`config.mk`:
```
export PLATFORM = sky130hd
export DESIGN_NAME = uzorak_sekvencer_flat
export DESIGN_NICKNAME = d
export VERILOG_FILES = /design/src/rtl/uzorak_sekvencer_if.sv /design/src/rtl/uzorak_sekvencer.sv /design/src/flat_wrapper.sv
export SDC_FILE = /design/constraint.sdc
export NUM_CORES = 1
export LEC_CHECK = 0
export CAP_MARGIN = 10
export CORE_ASPECT_RATIO = 0.8
export CORE_MARGIN = 8
export CORE_UTILIZATION = 46
export DETAILED_ROUTE_END_ITERATION = 7
export DONT_BUFFER_PORTS = 1
export GPL_TIMING_DRIVEN = 0
export HOLD_SLACK_MARGIN = 0.15
export PLACE_DENSITY = 0.66
export REMOVE_ABC_BUFFERS = 1
export SYNTH_ARGS = -nofsm -noshare
export SYNTH_HDL_FRONTEND = slang
export SYNTH_SLANG_ARGS = --single-unit
```
`constraint.sdc`:
```
create_clock -name clk -period 1.9 [get_ports clk]
set_input_delay 0.38 -clock clk [delete_from_list [all_inputs] [get_ports clk]]
set_output_delay 0.38 -clock clk [all_outputs]
set_load 0.02 [all_outputs]
```
`src/rtl/uzorak_sekvencer_if.sv`:
```
// Valid/ready streams between the word producer, the sequencer and the result consumer.
// The sequencer sits on the slave side; producer/consumer logic uses the master side.
interface uzorak_sekvencer_if #(
    parameter int SIRINA = 16
);
    logic              in_valid;
    logic              in_ready;
    logic [SIRINA-1:0] in_data;
    logic              in_last;
    logic              out_valid;
    logic              out_ready;
    logic [SIRINA-1:0] out_data;

    modport master (
        output in_valid, in_data, in_last, out_ready,
        input  in_ready, out_valid, out_data
    );

    modport slave (
        input  in_valid, in_data, in_last, out_ready,
        output in_ready, out_valid, out_data
    );
endinterface

```
`src/rtl/uzorak_sekvencer.sv`:
```
// Collects one framed set of words for the combinational output neuron, holds the packed
// sample while the neuron settles, then returns the captured probability on a result stream.
module uzorak_sekvencer #(
    parameter int BROJ_ULAZA = 5,
    parameter int SIRINA     = 16,
    parameter int SETTLE     = 2
) (
    input  logic                         clk,
    input  logic                         rst,
    uzorak_sekvencer_if.slave            bus,
    output logic [BROJ_ULAZA*SIRINA-1:0] uzorak,
    input  logic [SIRINA-1:0]            izlaz_neurona,
    output logic                         frame_err
);
    localparam int             IDX_W    = (BROJ_ULAZA > 1) ? $clog2(BROJ_ULAZA) : 1;
    localparam logic [IDX_W-1:0] LAST_IDX = IDX_W'(BROJ_ULAZA - 1);

    typedef enum logic [1:0] {
        ST_COLLECT,
        ST_SETTLE,
        ST_RESULT
    } state_t;

    state_t                        state_reg;
    logic [IDX_W-1:0]              idx_reg;
    logic [3:0]                    cnt_reg;
    logic [SIRINA-1:0]             shadow_reg [BROJ_ULAZA];
    logic [BROJ_ULAZA*SIRINA-1:0]  uzorak_reg;
    logic [BROJ_ULAZA*SIRINA-1:0]  uzorak_next;
    logic [SIRINA-1:0]             out_data_reg;
    logic                          out_valid_reg;
    logic                          frame_err_reg;
    logic                          in_ready_int;
    logic                          accept;
    logic                          idx_at_last;

    assign in_ready_int = (state_reg == ST_COLLECT) && !rst;
    assign accept       = bus.in_valid && in_ready_int;
    assign idx_at_last  = (idx_reg == LAST_IDX);

    assign bus.in_ready  = in_ready_int;
    assign bus.out_valid = out_valid_reg;
    assign bus.out_data  = out_data_reg;
    assign uzorak        = uzorak_reg;
    assign frame_err     = frame_err_reg;

    // The closing word bypasses its shadow slot so the whole frame lands in uzorak at once.
    generate
        for (genvar gi = 0; gi < BROJ_ULAZA; gi++) begin : g_slot
            assign uzorak_next[gi*SIRINA +: SIRINA] =
                (idx_reg == IDX_W'(gi)) ? bus.in_data : shadow_reg[gi];

            always_ff @(posedge clk) begin
                if (rst) begin
                    shadow_reg[gi] <= '0;
                end else if (accept && (idx_reg == IDX_W'(gi))) begin
                    shadow_reg[gi] <= bus.in_data;
                end
            end
        end
    endgenerate

    always_ff @(posedge clk) begin
        if (rst) begin
            state_reg     <= ST_COLLECT;
            idx_reg       <= '0;
            cnt_reg       <= '0;
            uzorak_reg    <= '0;
            out_data_reg  <= '0;
            out_valid_reg <= 1'b0;
            frame_err_reg <= 1'b0;
        end else begin
            frame_err_reg <= 1'b0;
            unique case (state_reg)
                ST_COLLECT: begin
                    if (accept) begin
                        if (idx_at_last && bus.in_last) begin
                            uzorak_reg <= uzorak_next;
                            idx_reg    <= '0;
                            cnt_reg    <= 4'(SETTLE - 1);
                            state_reg  <= ST_SETTLE;
                        end else if (!idx_at_last && !bus.in_last) begin
                            idx_reg <= idx_reg + IDX_W'(1);
                        end else begin
                            // Misframed: drop the partial frame, the neuron never sees it.
                            frame_err_reg <= 1'b1;
                            idx_reg       <= '0;
                        end
                    end
                end
                ST_SETTLE: begin
                    if (cnt_reg == 4'd0) begin
                        out_data_reg  <= izlaz_neurona;
                        out_valid_reg <= 1'b1;
                        state_reg     <= ST_RESULT;
                    end else begin
                        cnt_reg <= cnt_reg - 4'd1;
                    end
                end
                ST_RESULT: begin
                    if (bus.out_ready) begin
                        out_valid_reg <= 1'b0;
                        state_reg     <= ST_COLLECT;
                    end
                end
                default: state_reg <= ST_COLLECT;
            endcase
        end
    end
endmodule

```
`src/flat_wrapper.sv`:
```
// flat-port wrapper written by rule: the top's interface ports become plain ports
module uzorak_sekvencer_flat 
#(
    parameter int BROJ_ULAZA = 5,
    parameter int SIRINA     = 16,
    parameter int SETTLE     = 2
)
  (clk, rst, uzorak, izlaz_neurona, frame_err, bus_in_valid, bus_in_data, bus_in_last, bus_out_ready, bus_in_ready, bus_out_valid, bus_out_data);
  uzorak_sekvencer_if #(.SIRINA(SIRINA)) bus_i ();
  input  logic clk;
  input  logic rst;
  output logic [BROJ_ULAZA*SIRINA-1:0] uzorak;
  input  logic [SIRINA-1:0] izlaz_neurona;
  output logic frame_err;
  input wire logic [$bits(bus_i.in_valid)-1:0] bus_in_valid;
  input wire logic [$bits(bus_i.in_data)-1:0] bus_in_data;
  input wire logic [$bits(bus_i.in_last)-1:0] bus_in_last;
  input wire logic [$bits(bus_i.out_ready)-1:0] bus_out_ready;
  output wire logic [$bits(bus_i.in_ready)-1:0] bus_in_ready;
  output wire logic [$bits(bus_i.out_valid)-1:0] bus_out_valid;
  output wire logic [$bits(bus_i.out_data)-1:0] bus_out_data;
  assign bus_i.in_valid = bus_in_valid;
  assign bus_i.in_data = bus_in_data;
  assign bus_i.in_last = bus_in_last;
  assign bus_i.out_ready = bus_out_ready;
  assign bus_in_ready = bus_i.in_ready;
  assign bus_out_valid = bus_i.out_valid;
  assign bus_out_data = bus_i.out_data;
  uzorak_sekvencer #(.BROJ_ULAZA(BROJ_ULAZA), .SIRINA(SIRINA), .SETTLE(SETTLE)) u_core (.clk(clk), .rst(rst), .bus(bus_i), .uzorak(uzorak), .izlaz_neurona(izlaz_neurona), .frame_err(frame_err));
endmodule
```
==> results.json, run 1 <==
{
  "crit_arrival_ns": 2.17,
  "synth.distinct_cells": 40,
  "vias": 5217,
  "die_x_um": 151,
  "worstMarginPinSlew_ns": 0.601,
  "grt_first_pass_wirelength_um": 29700,
  "row_count": 39,
  "worstHoldPathType": "in2reg",
  "drtPass1Iterations": 5,
  "p_leak_nw": 2.66,
  "port_buffers": 0,
  "synth_top_area_cell": "dfxtp_1",
  "use_met3_pct": 5.23,
  "final_net_count": 704,
  "largest_register_ffs": 65,
  "drive_above_1_share_pct": 11.7,
  "antenna_cells": 0,
  "fillers": 1229,
  "fmax_mhz": 538,
  "route.detailed.drc": 0,
  "start_kind": "flop",
  "rsz0062_at_grt": "yes",
  "grt_max_degree": 119,
  "rrSetupSlack_ns": 0.04,
  "grt_overflow": 0,
  "drv_cap": 0,
  "postSynthCellCount": 660,
  "detailed_place_hpwl_um": 9830,
  "grt_util_met2_pct": 33.0,
  "start_util_pct": 47.1,
  "worstRegToRegCells": 5,
  "crit_type": "reg2reg",
  "routabilityCongestion": 0.744,
  "h-tree-depth": 4,
  "layout_common_cells": "dfxtp_1, a21oi_1, nand3_1, edfxtp_1, o21ai_0",
  "synthToLayoutAreaGrowth_pct": 16.5,
  "avgSynthCellArea_um2": 10.2,
  "power_frac_comb_pct": 3.5,
  "p_sw_w": 0.00161,
  "die_y_um": 124,
  "grt_pass1_vias": 4981,
  "fp.coreArea_mm2": 0.0143,
  "fin_cells": 857,
  "ys_warn_count": 0,
  "clkPwrFrac_pct": 46.0,
  "status": "completed",
  "fin_crit_sh_pct": 97.8,
  "dieArea_mm2": 0.0188,
  "clk_latency_ns": 0.42,
  "period_needed_ns": 1.86,
  "dp_cells": 783,
  "synth_top_area_share_pct": 31.8,
  "final_util_pct": 54.9,
  "critical_path.max_fanout": 11,
  "cp-end-kind": "flop",
  "fin_worst_skew_ns": 0.00727,
  "cts.sinks": 171,
  "seq_power_share_pct": 50.6,
  "numCtsBuffers": 17,
  "slew_viol_final": 0,
  "vias_per_cell": 6.09,
  "vdd_drop_max_uv": 701,
  "holdWs_ns": 0.0347,
  "use_met1_pct": 26.4,
  "routed_wl_um": 20300,
  "timing.rr.start": "u_core.idx_reg[0]",
  "ys_top_cells_by_area": "dfxtp_1, edfxtp_1, a21oi_1",
  "slew_headroom_pct": 59.9,
  "p_sw_share_pct": 20.9,
  "crit_end": "u_core.cnt_reg[1]",
  "antenna_found_initial": 0,
  "track_usage_pct": 20.5,
  "synth-seq-cells": 171,
  "p_int_w": 0.00607,
  "pin_count": 136,
  "post_drt_wl_per_cell_um": 23.7,
  "drtAntennaViolNets": 0,
  "r2r-end": "u_core.cnt_reg[1]",
  "grt_busiest_layer": "met2",
  "clk_path_buf_depth": 2,
  "setup.worst_path.start": "u_core.idx_reg[0]",
  "cts_tree": "built",
  "seq_area_frac_synth_pct": 60.3,
  "final_common_cell": "dfxtp_1",
  "path_clk_slew_ns": 0.06,
  "hold_viol_final": 0,
  "drt_iter0_markers": 502,
  "pwr_density_cell_mw_per_mm2": 978,
  "p_total_w": 0.00768,
  "netlist_area_mm2": 0.00674,
  "critical_path_required_ns": 2.21,
  "finalSetupViolCount": 0,
  "cts-root-buf": "clkbuf_16"
}
==> area by class of cell <==
| type | count | area, um^2 | area share, % |
|---|---|---|---|
| sequential | 171 | 4070 | 51.8 |
| multi-input combinational | 424 | 2530 | 32.2 |
| clock buffer | 22 | 454 | 5.78 |
| timing repair buffer | 38 | 397 | 5.05 |
| tap | 184 | 230 | 2.93 |
| clock inverter | 10 | 141 | 1.80 |
| inverter | 8 | 30.0 | 0.382 |
==> routing by layer <==
metal  routed length, um  up-vias
met5                   0        -
met3                1550       25
met2                9760      202
met1                8700     2608
li1                    -     2382
met4                 317        0
==> how the worst min path moves through the flow <==
stage	start	to	slack [ns]	cells after the start
after detailed placement	rst	uzorak[79]	0.46	1
after floorplan	rst	u_core.bus.out_data[0]	0.45	1
after global routing	rst	uzorak[79]	0.01	1
final	rst	uzorak[79]	0.03	1
after global placement	rst	uzorak[79]	0.46	1
after CTS	rst	uzorak[71]	0.01	1
==> power groups by stage <==
| stage | Combinational (W) | Clock, W | Sequential (W) |
|---|---|---|---|
| floorplan | 0.0000963 | 0 | 0.00396 |
| global placement | 0.000147 | 0 | 0.00396 |
| detailed placement | 0.000169 | 0 | 0.00396 |
| CTS | 0.000252 | 0.00357 | 0.00388 |
| global route | 0.000287 | 0.00373 | 0.00389 |
| finish | 0.000268 | 0.00353 | 0.00388 |
==> worst max-delay path: stages, from the launching register on <==
cell and delay, ns:
dfxtp_1 0.40, inv_1 0.13, ha_4 0.26, and3_4 0.28
a22oi_2 0.30, mux2_2 0.37
==> Yosys cell counts (all sizes together) <==
cell / count
a2111oi: 1
clkbuf: 44
a21o: 1
and2: 49
or3b: 1
nand2b: 2
a211oi: 2
inv: 8
mux2: 1
nand4bb: 1
or2: 3
nand3b: 1
a21oi: 102
o221ai: 1
and3b: 1
edfxtp: 64
xor2: 1
nor3: 5
nor2: 7
and3: 19
nand2: 4
a22oi: 2
o41ai: 1
nand4: 1
buf: 22
dfxtp: 107
nor4b: 1
o21ai: 96
nor3b: 2
nor2b: 2
or4b: 1
nand3: 100
ha: 7
==> timing repair <==
| item | in CTS | in global routing |
|---|---|---|
| pin swaps | 7 | 4 |
| gates resized for setup | 22 | 8 |
| hold buffers | 17 | 2 |
| hold endpoints to repair | 148 | 107 |
| setup buffers | 6 | 8 |
| endpoints found under the setup margin | 193 | 97 |
| gates cloned | 4 | 5 |
==> logic make-up after synthesis <==
logic type,count (synthesis),share of synthesized area (%)
AOI/OAI and AO/OA,206,15.7
and+or+nand+nor,200,16.9
DFF,171,60.3
buffers and inverters,74,5.44
adders and majority gates,7,1.30
xor gates and xnor gates,1,0.130
muxes,1,0.167
==> metrics by stage <==
step	setup TNS [ns]	instance area (um^2)	setup slack (ns)
finish	0	7850	0.0413
detailed placement	-70.53	6710	-1.00
global placement	-357.63	6630	-3.44
floorplan	-161.92	6400	-1.84
global route	-0.0489	7850	-0.0249
CTS	-0.192	7680	-0.109
Note: power is estimated with default switching activity, not from simulation.
==> inputs of run 2 (changes only) <==
Settings changed: CELL_PAD_IN_SITES_DETAIL_PLACEMENT set to 1, CELL_PAD_IN_SITES_GLOBAL_PLACEMENT set to 1, CORE_UTILIZATION 46 to 43, PLACE_DENSITY 0.66 to 0.77, SKIP_LAST_GASP set to 1.
==> results.json, run 2 (same netlist as run 1, synthesis figures left out) <==
{
  "hold_viol_final": 0,
  "dieArea_mm2": 0.0200,
  "vias": 5157,
  "layout_common_cells": "dfxtp_1, a21oi_1, nand3_1, edfxtp_1, o21ai_0",
  "pin_count": 136,
  "tns_ns": 0,
  "worstHoldPathType": "in2reg",
  "antenna_found_initial": 0,
  "rrSetupSlack_ns": 0.03,
  "p_total_w": 0.00766,
  "finalSetupViolCount": 0,
  "crit_chain": "inv_1, ha_1, or3b_4, a22oi_2, mux2_2",
  "critPathTopFamily": "simple AND/OR/NAND/NOR gates",
  "holdWs_ns": 0.0218,
  "crit_arrival_ns": 2.18,
  "period_needed_ns": 1.87,
  "clk_latency_ns": 0.42,
  "fin_worst_skew_ns": 0.00888,
  "grt_pass1_vias": 5312,
  "drtPass1Iterations": 5,
  "port_buffers": 0,
  "worstMarginPinSlew_ns": 0.571,
  "drtAntennaViolNets": 0,
  "fin_crit_sh_pct": 98.2,
  "start_kind": "flop",
  "grt_overflow": 0,
  "detailed_place_hpwl_um": 11100,
  "critical_path.max_fanout": 18,
  "clk_path_buf_depth": 2,
  "final_common_cell": "dfxtp_1",
  "track_usage_pct": 21.1,
  "cts_tree": "built",
  "status": "completed",
  "antenna_cells": 0,
  "die_x_um": 156,
  "critical_path_cell_count": 5,
  "crit_buf_inv": 1,
  "routabilityCongestion": 0.726,
  "final_util_pct": 50.7,
  "numCtsBuffers": 17,
  "route.detailed.drc": 0,
  "slew_viol_final": 0,
  "drv_cap": 0,
  "final_net_count": 701,
  "crit_type": "reg2reg",
  "post_drt_wl_per_cell_um": 24.5,
  "vias_per_cell": 5.83,
  "start_util_pct": 43.4,
  "worstHoldPathCells": 1,
  "routed_wl_um": 21700,
  "path_clk_slew_ns": 0.07,
  "slowest_stage": "or3b_4",
  "fp.coreArea_mm2": 0.0155,
  "critical_path_required_ns": 2.21,
  "fmax_mhz": 536,
  "cts-root-buf": "clkbuf_16",
  "rsz0062_at_grt": "yes",
  "synthToLayoutAreaGrowth_pct": 17.0,
  "largest_register_ffs": 65,
  "cp-end-kind": "flop",
  "vdd_drop_max_uv": 586,
  "fillers": 1686,
  "slew_headroom_pct": 62.0,
  "grt_first_pass_wirelength_um": 32100,
  "drt_iter0_markers": 339,
  "grt_max_degree": 120,
  "worstRegToRegCells": 5,
  "die_y_um": 128,
  "p_leak_nw": 2.67,
  "slowest_delay_ns": 0.49,
  "h-tree-depth": 4,
  "pwr_density_cell_mw_per_mm2": 972,
  "cts.sinks": 171,
  "row_count": 41,
  "drive_above_1_share_pct": 11.8
}
-- run 2: repair_timing --
action | 4_1_cts | 5_1_grt
resized for setup | 22 | 9
cloned | 5 | 2
hold endpoints to repair | 147 | 108
pin swaps | 7 | 5
hold buffers | 17 | 3
setup endpoints to repair | 184 | 175
buffers inserted | 9 | 1
-- run 2: where the power goes --
| group | switching (W) | total, W | internal (W) |
|---|---|---|---|
| Clock | 0.00151 | 0.00349 | 0.00198 |
| Combinational | 0.000176 | 0.000288 | 0.000113 |
| Sequential | 0.0000225 | 0.00388 | 0.00386 |
-- run 2: worst register-to-register path: stages, from the launching register on --
cell	delay [ns]
dfxtp_1	0.31
inv_1	0.12
ha_1	0.21
or3b_4	0.49
a22oi_2	0.26
mux2_2	0.36
-- run 2: metal layers --
layer	up-vias	global-route usage [%]	part of all wire [%]
met3	6	5.66	7.7
met2	146	36.5	51
met4	0	5.18	0.42
met1	2619	25.6	40
met5	-	0	0
li1	2386	-	-
-- run 2: cell type report --
class	count	area, um^2	area share (%)
Inverter	8	30.0	0.381
Multi-Input combinational cell	422	2510	31.9
Clock buffer	19	443	5.62
Sequential cell	171	4070	51.6
Tap cell	215	269	3.41
Clock inverter	13	141	1.79
Timing Repair Buffer	37	423	5.36
-- run 2: per-stage QoR --
stage,worst slack [ns],instances,area (um^2)
4_1_cts,-0.159,879,7800
2_1_floorplan,-1.84,594,6400
6_report,0.0340,885,7890
5_1_grt,-0.0641,885,7890
3_5_place_dp,-0.765,816,6790
3_3_place_gp,-3.56,809,6670
-- run 2: final timing paths --
kind,start,end
min reg2reg,u_core.idx_reg[1],u_core.idx_reg[1]
max reg2reg,u_core.cnt_reg[0],u_core.cnt_reg[1]
min,rst,uzorak[59]
max,u_core.cnt_reg[0],u_core.cnt_reg[1]
==> inputs of run 3 (changes only) <==
Settings changed: ABC_CLOCK_PERIOD_IN_PS set to 1900, CTS_CLUSTER_SIZE set to 14.
==> results of run 3 <==
The final DEF is identical to that of run 2; final timing and power are the same.
